## src/rtl/mux_scan.sv

```systemverilog
// Registered N-channel W-bit multiplexer with manual select and a
// dwell-timed round-robin scanner over an enable mask.
module mux_scan #(
  parameter int W     = 8,
  parameter int N     = 4,
  parameter int SELW  = 2,
  parameter int DWELL = 15
) (
  input  logic            clk,
  input  logic            rst_n,
  input  logic [N*W-1:0]  din,
  input  logic [SELW-1:0] sel,
  input  logic            mode,
  input  logic [N-1:0]    en_mask,
  input  logic            hold,
  output logic [W-1:0]    dout,
  output logic [SELW-1:0] ch,
  output logic            valid,
  output logic            wrap
);

  localparam int CW = (DWELL > 1) ? $clog2(DWELL) : 1;
  localparam logic [CW-1:0] LAST = CW'(DWELL - 1);

  typedef enum logic [1:0] {
    IDLE,
    MANUAL,
    SCAN
  } state_e;

  state_e          state_q, state_d;
  logic [W-1:0]    dout_q, dout_d;
  logic [SELW-1:0] ch_q, ch_d;
  logic            valid_q, valid_d;
  logic            wrap_q, wrap_d;
  logic [CW-1:0]   cnt_q, cnt_d;

  logic [SELW-1:0] low_idx;
  logic [SELW-1:0] nxt_idx;
  logic            nxt_hit;
  logic            sel_ok;
  logic            sel_en;
  logic            ch_en;

  function automatic logic [W-1:0] pick(
    input logic [N*W-1:0]  d,
    input logic [SELW-1:0] idx
  );
    logic [W-1:0] r;
    r = '0;
    for (int k = 0; k < N; k++) begin
      if (idx == SELW'(k)) r = d[k*W +: W];
    end
    return r;
  endfunction

  // Next channel: lowest enabled index above ch, else lowest overall
  always_comb begin
    low_idx = '0;
    nxt_idx = '0;
    nxt_hit = 1'b0;
    sel_ok  = 1'b0;
    sel_en  = 1'b0;
    ch_en   = 1'b0;
    for (int k = N - 1; k >= 0; k--) begin
      if (en_mask[k]) begin
        low_idx = SELW'(k);
        if (k > int'(ch_q)) begin
          nxt_idx = SELW'(k);
          nxt_hit = 1'b1;
        end
      end
    end
    if (!nxt_hit) nxt_idx = low_idx;
    for (int k = 0; k < N; k++) begin
      if (sel == SELW'(k)) begin
        sel_ok = 1'b1;
        sel_en = en_mask[k];
      end
      if (ch_q == SELW'(k)) ch_en = en_mask[k];
    end
  end

  always_comb begin
    state_d = state_q;
    dout_d  = dout_q;
    ch_d    = ch_q;
    valid_d = valid_q;
    wrap_d  = 1'b0;
    cnt_d   = cnt_q;
    unique case (state_q)
      IDLE, MANUAL: begin
        if (mode) begin
          if (|en_mask) begin
            state_d = SCAN;
            ch_d    = low_idx;
            cnt_d   = '0;
            dout_d  = pick(din, low_idx);
            valid_d = 1'b1;
          end else begin
            state_d = IDLE;
            valid_d = 1'b0;
          end
        end else if (state_q == IDLE) begin
          state_d = MANUAL;
        end else begin
          ch_d = sel;
          if (sel_ok) begin
            dout_d  = pick(din, sel);
            valid_d = sel_en;
          end else begin
            valid_d = 1'b0;
          end
        end
      end
      SCAN: begin
        if (~|en_mask) begin
          state_d = IDLE;
          valid_d = 1'b0;
          cnt_d   = '0;
        end else if (!mode) begin
          state_d = MANUAL;
          cnt_d   = '0;
          dout_d  = pick(din, ch_q);
          valid_d = ch_en;
        end else begin
          valid_d = 1'b1;
          // A disabled current channel is abandoned even under hold
          if (!ch_en || (!hold && cnt_q == LAST)) begin
            ch_d   = nxt_idx;
            cnt_d  = '0;
            wrap_d = (nxt_idx <= ch_q);
          end else if (!hold) begin
            cnt_d = cnt_q + CW'(1);
          end
          dout_d = pick(din, ch_d);
        end
      end
      default: state_d = IDLE;
    endcase
  end

  always_ff @(posedge clk or negedge rst_n) begin
    if (!rst_n) begin
      state_q <= IDLE;
      dout_q  <= '0;
      ch_q    <= '0;
      valid_q <= 1'b0;
      wrap_q  <= 1'b0;
      cnt_q   <= '0;
    end else begin
      state_q <= state_d;
      dout_q  <= dout_d;
      ch_q    <= ch_d;
      valid_q <= valid_d;
      wrap_q  <= wrap_d;
      cnt_q   <= cnt_d;
    end
  end

  assign dout  = dout_q;
  assign ch    = ch_q;
  assign valid = valid_q;
  assign wrap  = wrap_q;

endmodule

```

## config.mk

```make
export PLATFORM = sky130hd
export DESIGN_NAME = mux_scan
export DESIGN_NICKNAME = d
export VERILOG_FILES = /design/src/rtl/mux_scan.sv
export SDC_FILE = /design/constraint.sdc
export NUM_CORES = 1
export LEC_CHECK = 0
export ABC_AREA = 1
export BUFFER_PORTS_ARGS = -buffer_cell sky130_fd_sc_hd__buf_2
export CORE_MARGIN = 2
export CORE_UTILIZATION = 56
export DETAILED_ROUTE_END_ITERATION = 16
export GPL_TIMING_DRIVEN = 0
export PLACE_DENSITY = 0.93
export SLEW_MARGIN = 20
export SYNTH_ARGS = -nofsm -noshare
export SYNTH_HDL_FRONTEND = slang
export SYNTH_SLANG_ARGS = --single-unit
export TNS_END_PERCENT = 30
```

## constraint.sdc

```tcl
create_clock -name clk -period 1.85 [get_ports clk]
set_input_delay 0.185 -clock clk [delete_from_list [all_inputs] [get_ports clk]]
set_output_delay 0.185 -clock clk [all_outputs]
set_load 0.005 [all_outputs]
```

Yosys cells after proc, flatten, opt, wreduce, memory -nomap -nowiden
Index checks and enable logic that the tools add are counted.
{ "op_classes": {"n_addsub": 1, "n_mux": 86, "n_reduce_logical": 17, "order_cmp": 4, "eq_ne": 25} }
{ "op_table": {"columns": ["cell", "count"], "rows": [
  ["$mux W8", 22],
  ["$mux W2", 25],
  ["$mux W1", 28],
  ["$mux W4", 6],
  ["$eq A2 B2 Y1 const B", 9],
  ["$pmux W8 S2", 1],
  ["$ne A3 B3 Y1 const B", 5],
  ["$eq A2 B1 Y1 const B", 5],
  ["$logic_not A2 Y1", 5],
  ["$reduce_and A5 Y1", 2],
  ["$ne A2 B2 Y1 const B", 4],
  ["$pmux W2 S2", 2],
  ["$pmux W4 S2", 1],
  ["$ne A5 B5 Y1 const B", 1],
  ["$add A4 B1 Y4 const B", 1],
  ["$eq A4 B4 Y1 const B", 1],
  ["$gt A2 B2 Y1 const A", 2],
  ["$reduce_and A2 Y1", 2],
  ["$reduce_and A4 Y1", 1],
  ["$reduce_or A4 Y1", 1],
  ["$gt A1 B2 Y1 const A", 1],
  ["$le A2 B2 Y1", 1],
  ["$logic_not A1 Y1", 2],
  ["$pmux W1 S2", 1],
  ["4 further kinds", 4]
]} }
{ "word_totals": {"regBits": 18, "inputBits": 42} }

Depth between registers and ports, before layout
Gate-level depths: netlist of the first run.
{ "logic_depth": {"depth_word": 20, "ltp_mapped": 17, "mapped_depth_nobuf": 16} }

Worst setup path after synthesis of the first run
OpenSTA, ideal clock, no wires.
{ "synth_path": {"path_type": "reg-to-reg", "start": "reg ch_q[0] (netlist: ch[0])", "end": "reg dout_q[6] (netlist: dout[6])", "slack_ns": 0.145, "required_ns": 1.733, "setup_time_ns": 0.117, "period_less_slack_ns": 1.705, "t_arrival_ns": 1.589, "stages_incl_launch_ff": 15, "cell_sequence": "dfrtp_1 -> buf_4 -> nand2_4 -> clkinv_4 -> nand2_2 -> nand4_1 -> nand2_4 -> buf_6 -> nand3_1 -> nand2_1 -> clkinv_1 -> nand2_1 -> nand2_1 -> nand2_1 -> nand2_1"} }
{ "synth_between": {"elab_chain_len": 20} }
{ "synth_lines": {"columns": ["element", "line", "rtl"], "rows": [
  ["start: declaration", "33", "logic [SELW-1:0] ch_q, ch_d;"],
  ["start signal: assignment", "154", "ch_q <= ch_d;"],
  ["$gt A2 B2 Y1", "68", "if (k > int'(ch_q)) begin"],
  ["$mux W2 or $mux W1 (tied branches)", "68", null],
  ["$mux W2 or $mux W1 (tied branches)", "66", "if (en_mask[k]) begin"],
  ["$mux W2 or $mux W1 (tied branches)", "68", null],
  ["$mux W2 or $mux W1 (tied branches)", "66", null],
  ["$mux W2 or $mux W1 (tied branches)", "68", null],
  ["$mux W2 or $mux W1 (tied branches)", "66", null],
  ["$mux W2", "74", "if (!nxt_hit) nxt_idx = low_idx;"],
  ["$mux W2", "129", "if (!ch_en || (!hold && cnt_q == LAST)) begin"],
  ["$mux W2", "121", "end else if (!mode) begin"],
  ["$mux W2", "117", "if (~|en_mask) begin"],
  ["$mux W2", "91", "unique case (state_q)"],
  ["$logic_not A2 Y1", "52", "if (idx == SELW'(k)) r = d[k*W +: W];"],
  ["$mux W8 (4 in series)", "52", null],
  ["$mux W8 (*)", "121", null],
  ["$mux W8 (*)", "117", null],
  ["$pmux W8 S2 (*)", "91", null],
  ["end signal: assignment", "153", "dout_q <= dout_d;"],
  ["end: declaration", "32", "logic [W-1:0] dout_q, dout_d;"]
]} }
Mark *: on every way between the ends. The rest lies on a longest branch, timed or not. The select of a mux whose other input is x is not followed.
A chain may end at the register's enable or synchronous reset.

Worst setup path in the final report of the first run
{ "layout_path": {"start": "reg ch_q[1] (netlist: ch[1])", "end": "reg dout_q[0] (netlist: dout[0])"} }
Same word-level chain as after synthesis.

==> results of run 1 <==
cell usage in the layout, fill, tap and decap left out, types with 2 or more instances in the layout:
master	synthesis	layout
nand2_1	124	120
buf_2	1	53
inv_1	48	48
nand3_1	46	44
o21ai_0	27	25
a21oi_1	25	24
nor2_1	24	23
dfrtp_1	18	17
o2111ai_1	9	9
a31oi_1	9	9
clkbuf_1	8	8
o211ai_1	8	8
buf_4	1	8
buf_6	5	7
nand2_2	5	7
nand2_4	4	6
o221ai_1	6	6
o21bai_1	4	4
ha_1	4	4
clkbuf_8	0	4
inv_2	6	3
nor2_4	2	3
o21ai_1	1	3
nor2_2	3	3
nand4_1	3	3
o21bai_2	3	3
inv_4	0	2
nand3_4	2	2
nand3_2	0	2
nor3_1	2	2
buf_8	0	2
flip-flops by register name, summed over array words and instances, names as in the netlist:
name,flops
ch,2
cnt_q,4
dout,8
state_q,2
valid,1
wrap,1
timing repair:
item	4_1_cts	5_1_grt
pin swaps	8	8
resized for setup	18	10
buffers inserted	9	1
endpoints found under the setup margin	10	13
endpoints found under the hold margin	18	0
hold buffers	1	0
gates cloned	2	0
cell families (layout without fill, tap and decap cells):
family | count (synthesis) | count (layout) | share of synthesized area
simple gates | 218 | 218 | 0.415
compound gates | 94 | 94 | 0.245
buf+inv | 72 | 141 | 0.132
flops | 18 | 18 | 0.187
fa+ha+maj | 4 | 4 | 0.0208
critical path, stage by stage, from the launching register on:
cell,delay (ps)
dfrtp_2,440
buf_6,150
nor2_8,160
nand2_4,60
nand3_4,100
nand4_1,140
nand2_4,150
buf_6,120
buf_8,110
nand3_1,80
nand2_1,70
inv_1,40
nand2_1,50
nand2_1,50
nand2_1,90
nand2_1,60
layer usage:
| layer | global-route usage | wire, µm | vias up |
|---|---|---|---|
| li1 | - | - | 1499 |
| met1 | 0.433 | 3150 | 1453 |
| met2 | 0.573 | 3900 | 291 |
| met3 | 0.0640 | 1100 | 56 |
| met4 | 0.192 | 484 | 0 |
| met5 | 0 | 0 | - |
metrics by stage:
step / power (W) / area, µm² / util / setup slack [ps] / hold slack [ps]
after CTS: 0.00253 / 2960 / 0.729 / -53.3 / 266
after global routing: 0.00281 / 2990 / 0.738 / -226 / 316
after detailed placement: 0.00197 / 2730 / 0.674 / -147 / 129
final: 0.00266 / 2990 / 0.738 / -129 / 264
after global placement: 0.00194 / 2730 / 0.674 / -97.0 / 123
after floorplan: 0.00156 / 2410 / - / 145 / -111
area by class of cell:
cell class	count	share of cell area
Tap cell	50	0.0209
Buffer	15	0.0368
Sequential cell	18	0.151
Inverter	57	0.0769
Timing Repair Buffer	65	0.131
Clock buffer	4	0.0184
Multi-Input combinational cell	316	0.565
how the worst min path moves through the flow:
stage / from / endpoint / slack (ps) / depth (start not counted)
2_1_floorplan: rst_n / ch[0] / -110 / 0
3_3_place_gp: rst_n / valid / 120 / 1
3_5_place_dp: rst_n / ch[1] / 130 / 1
4_1_cts: hold / cnt_q[2] / 270 / 4
5_1_grt: hold / cnt_q[2] / 320 / 4
6_report: hold / cnt_q[2] / 260 / 4
power by group:
group          leakage [nW]  internal (W)  total [W]  switching [W]
clock network        0.0288      0.000189   0.000324       0.000135
registers             0.225      0.000461   0.000503      0.0000423
logic                  1.30      0.000742    0.00183        0.00109
total                  1.55       0.00139    0.00266        0.00127
==> impl_metrics.csv, run 1 <==
group,metric,value,unit
status,status,"finished, violations left",
status,violations,"setup timing",
timing,fmax,505,MHz
placed_design,io_buffers,52,
worst_setup_path,worst-setup-path-type,"flip-flop to flip-flop",
die,die_y,69.6,µm
grt,grt_pass1_vias,3136,
run,maxCapViolations,0,
layout,stdcell_count,525,
logic_synthesis,synth_edf_count,0,
detailed_routing,vias,3299,
timing,period_share,1.07,
clocking,ctsHtreeMaxLevel,1,
worst_setup_path,crit_fanout,5,
worst_setup_path,worstSetupEndpointType,"flip-flop",
logic_synthesis,yosys.area.top_type,"nand2_1",
detailed_routing,drc,0,
worst_setup_path,cp-startpoint,"ch[1]",
worst_setup_path,endpoint,"dout[0]",
worst_setup_path,reg2reg_depth,15,
timing,fin_skew,1.86,ps
layout,multi_input_comb_area,1690,µm²
worst_setup_path,rrSetupSlack,-130,ps
detailed_routing,dr.pass1.iters,6,
logic_synthesis,synth_top_cell_area_share,0.193,
detailed_routing,postRouteWirelength,8640,µm
placed_design,dp_cells,508,
grt,antenna_found_initial,0,
die,fp.dieW,69.6,µm
die,io_pins,54,
worst_setup_path,critPathLaunchType,"flip-flop",
detailed_routing,antenna_left,0,
clocking,clock_path_buffers,2,
logic_synthesis,ys_warn_count,0,
logic_synthesis,syn_inst,406,
clocking,clock_sinks,18,
die,core_area,4060,µm²
logic_synthesis,synthTopCellsByCount,"nand2_1, inv_1, nand3_1",
layout,syn2layout_area_growth,24.1,%
timing,finalSetupTns,-767,ps
grt,grt.total_usage,0.350,
worst_setup_path,worstPathRequired,2000,ps
placed_design,place_hpwl,5830,µm
logic_synthesis,syn-cell-area,2410,µm²
clocking,cts_root_buf,"clkbuf_8",
pwr,leakagePower,1.55,nW
clocking,clk_pin_slew_worst_paths,70,ps
die,std_cell_rows,23,
layout,regArea,452,µm²
worst_setup_path,arrival,2130,ps
worst_setup_path,r2r_start,"ch[1]",
logic_synthesis,synthMostInstantiatedCell,"nand2_1",
grt,grt_max_degree,19,
timing,fin_crit,1980,ps
logic_synthesis,synth.distinct_cells,34,
logic_synthesis,avgSynthCellArea,5.94,µm²
timing,slew_headroom,0.488,
logic_synthesis,syn-num-nets,452,
logic_synthesis,synth-async-reset-ratio,1.00,
placed_design,globalplace.congestion,1.04,
pwr,ir_drop,0.468,mV
die,start_util,0.594,
clocking,cts_tree,"done",
clocking,clock_latency,260,ps
logic_synthesis,synth_area_leaders,"nand2_1, dfrtp_1, nand3_1, inv_1, o21ai_0",
clocking,numCtsBuffers,3,
detailed_routing,via_per_inst,6.28,
worst_setup_path,reg2reg_to,"dout[0]",
layout,fin_nets,522,
grt,grt_pass1_wl,14000,µm
timing,setup_slack,-129,ps
hold_path,hold_class,"input port to flip-flop",
layout,fill_cells,343,
detailed_routing,drtIter0Drc,398,
logic_synthesis,ys_ff_latch,18,
grt,grt-ovfl-total,0,
timing,setup_viol,8,
layout,drive_gt1_frac,0.238,
timing,slew_violations,0,
logic_synthesis,synthFlopType,"dfrtp_1",
timing,rsz0062_at_grt,"yes",
timing,finalHoldViolCount,0,
layout,antennaDiodeCount,0,
die,dieArea,4850,µm²
logic_synthesis,seq_area_frac_synth,0.187,
timing,tightest_slew,765,ps
detailed_routing,wl_per_cell,16.5,µm
pwr,power.density,889,nW/µm²
(Power assumes the default switching activity.)
==> inputs of run 2 (changes only) <==
--- a/config.mk
+++ b/config.mk
@@ -5,13 +5,11 @@
 export SDC_FILE = /design/constraint.sdc
 export NUM_CORES = 1
 export LEC_CHECK = 0
-export ABC_AREA = 1
 export BUFFER_PORTS_ARGS = -buffer_cell sky130_fd_sc_hd__buf_2
 export CORE_MARGIN = 2
 export CORE_UTILIZATION = 56
 export DETAILED_ROUTE_END_ITERATION = 16
-export GPL_TIMING_DRIVEN = 0
-export PLACE_DENSITY = 0.93
+export PLACE_DENSITY = 0.92
 export SLEW_MARGIN = 20
 export SYNTH_ARGS = -nofsm -noshare
 export SYNTH_HDL_FRONTEND = slang
==> run 2 against run 1 <==
Compared with the run above:
- the flow still finishes with violations (setup timing)
- final cell count is 15% lower
- combinational power is 9.8% lower
- sequential share of layout area decreased by 1.9 points
- fmax fell by 16%
- register-to-register slack worse by 380 ps
- critical path type unchanged
- critical endpoint is now wrap
- highest routed layer unchanged
==> impl_metrics.csv, run 2 <==
group,metric,value,unit
timing,fin_skew,9.53,ps
die,start_util,0.593,
clocking,clock_sinks,18,
pwr,internal_power,0.00141,W
pwr,leakagePower,1.42,nW
detailed_routing,drtIter0Drc,506,
logic_synthesis,synthFlopType,"dfrtp_1",
pwr,switching_share,0.436,
clocking,clock_path_buffers,2,
grt,grt-ovfl-total,0,
timing,slew_violations,0,
timing,setup_slack,-504,ps
detailed_routing,via_per_inst,7.89,
status,status,"finished, violations left",
clocking,cts_tree,"done",
layout,final_common_cell,"buf_2",
pwr,power.net_switching,0.00109,W
die,dieArea,5270,µm²
logic_synthesis,synthTopCellsByCount,"o21ai_0, a21oi_1, nand2_1",
timing,holdWs,229,ps
logic_synthesis,synth-async-reset-ratio,1.00,
clocking,numCtsBuffers,3,
timing,period_share,1.27,
detailed_routing,antenna_left,0,
pwr,power.density,731,nW/µm²
timing,fmax,425,MHz
worst_setup_path,crit_fanout,12,
placed_design,pre_cts_slack,-364,ps
logic_synthesis,synth.distinct_cells,54,
timing,setup_viol,11,
grt,antenna_found_initial,0,
worst_setup_path,arrival,2520,ps
layout,antennaDiodeCount,0,
grt,grt_pass1_wl,16200,µm
pwr,combPwrFrac,0.658,
placed_design,dpl_cell_area,3260,µm²
layout,syn2layout_area_growth,29.8,%
worst_setup_path,worst-setup-path-type,"flip-flop to flip-flop",
logic_synthesis,syn-num-nets,367,
clocking,ctsHtreeMaxLevel,1,
timing,finalSetupTns,-4160,ps
layout,final_cell_mix,"buf_2, buf_4, o21ai_0",
die,std_cell_rows,24,
logic_synthesis,avgSynthCellArea,8.20,µm²
clocking,clk_pin_slew_worst_paths,80,ps
hold_path,hold_class,"input port to flip-flop",
placed_design,place_hpwl,7190,µm
hold_path,hold_depth,2,
pwr,clkPwrFrac,0.136,
logic_synthesis,syn_inst,321,
worst_setup_path,reg2reg_to,"wrap",
layout,fin_nets,442,
grt,top_usage_layer,"met2",
die,fp.dieW,72.6,µm
worst_setup_path,worstPathRequired,2010,ps
run,maxCapViolations,0,
detailed_routing,wl_per_cell,24.1,µm
clocking,cts_root_buf,"clkbuf_8",
grt,grt_pass1_vias,3268,
clocking,clock_latency,270,ps
grt,grt.total_usage,0.392,
detailed_routing,postRouteWirelength,10800,µm
grt,globalRouteMet2Util,0.603,
worst_setup_path,critPathLaunchType,"flip-flop",
worst_setup_path,worstSetupEndpointType,"flip-flop",
logic_synthesis,synthMostInstantiatedCell,"o21ai_0",
layout,finalInstanceArea,3420,µm²
placed_design,globalplace.congestion,1.07,
logic_synthesis,ys_ff_latch,18,
logic_synthesis,synth_area_leaders,"dfrtp_1, mux4_2, mux2i_1, o21ai_0, o31ai_1",
logic_synthesis,syn-cell-area,2630,µm²
worst_setup_path,reg2reg_depth,8,
grt,grt_max_degree,26,
logic_synthesis,synth_top_cell_area_share,0.171,
status,violations,"setup timing",
layout,largest_reg_flops,8,
detailed_routing,vias,3527,
logic_synthesis,seq_area_frac_synth,0.171,
timing,tightest_slew,542,ps
grt,gr-usage-met1,0.520,
timing,finalHoldViolCount,0,
hold_path,min_to,"state_q[0]",
layout,drive_gt1_frac,0.413,
worst_setup_path,rrSetupSlack,-500,ps
detailed_routing,drc,0,
pwr,finalPower,0.00250,W
detailed_routing,dr.pass1.iters,9,
die,io_pins,54,
logic_synthesis,synth_edf_count,0,
hold_path,hold_start,"mode",
die,core_area,4440,µm²
timing,fin_crit,2350,ps
timing,rsz0062_at_grt,"yes",
logic_synthesis,ys_warn_count,0,
pwr,ir_drop,0.391,mV
pwr,seqPwrFrac,0.206,
layout,fill_cells,274,
worst_setup_path,r2r_start,"ch[0]",
die,die_y,72.6,µm
placed_design,io_buffers,53,
grt,met3_usage,0.0898,
logic_synthesis,yosys.area.top_type,"dfrtp_1",
timing,slew_headroom,0.636,
-- run 2: cell count changes after synthesis, moves of 11 or more --
cell / delta
nor2_1: -18
clkbuf_1: +11
o31ai_1: +17
inv_1: -43
mux2i_1: +16
a221oi_1: +11
nand2_1: -102
nand3_1: -45
-- run 2: worst max-delay path by stage --
stage	cells past startpoint	from	to	slack, ps
final	8	ch[0]	wrap	-500
after CTS	5	ch[0]	dout[6]	-250
after global routing	8	ch[0]	wrap	-460
after detailed placement	8	ch[0]	dout[6]	-360
after global placement	7	ch[0]	dout[2]	-220
after floorplan	6	ch[0]	dout[0]	-370
-- run 2: critical path: stages, from the launching register on --
cell and delay (ps):
dfrtp_1 430, buf_6 170, nand2b_4 150, a311oi_2 430, buf_4 200, ha_1 270, a21oi_2 210, a21oi_2 60
nor4_1 310
-- run 2: cells by family after synthesis --
group                    Yosys count  share of synthesized area
multiplexers                      35                      0.185
buffers and inverters             37                     0.0637
AND/OR/NAND/NOR                   98                      0.220
AO/OA/AOI/OAI                    129                      0.342
adder cells (fa/ha/maj)            4                     0.0190
flip-flops                        18                      0.171
-- run 2: through the flow --
step	std cells	utilization
CTS	446	0.756
global route	447	0.769
global placement	441	0.735
finish	447	0.769
floorplan	321	-
detailed placement	441	0.735
-- run 2: layout make-up --
type / instances / area, µm² / share of cell area
multi-input cells: 266 / 2140 / 0.627
inverters: 6 / 22.5 / 0.00659
flip-flops and latches: 18 / 450 / 0.132
clock buffers: 4 / 55.1 / 0.0161
repair buffers: 101 / 682 / 0.199
well taps: 52 / 65.1 / 0.0190
-- run 2: metal layers --
metal	vias to the layer above	part of all wire
li1	1425	-
met1	1580	0.36
met2	406	0.42
met3	116	0.16
met4	0	0.058
met5	-	0
-- run 2: timing repair --
action	in CTS	in global routing
setup buffers	0	1
endpoints found under the setup margin	12	14
hold buffers	1	0
gates resized for setup	13	13
pin swaps	6	8
hold endpoints to repair	18	0
-- run 2: power by group through the flow --
stage | registers [W] | logic, W | clock network [W]
after floorplan | 0.000521 | 0.000897 | 0
after global placement | 0.000515 | 0.00137 | 0
after detailed placement | 0.000516 | 0.00144 | 0
after CTS | 0.000510 | 0.00149 | 0.000334
after global routing | 0.000522 | 0.00171 | 0.000344
final | 0.000514 | 0.00165 | 0.000340
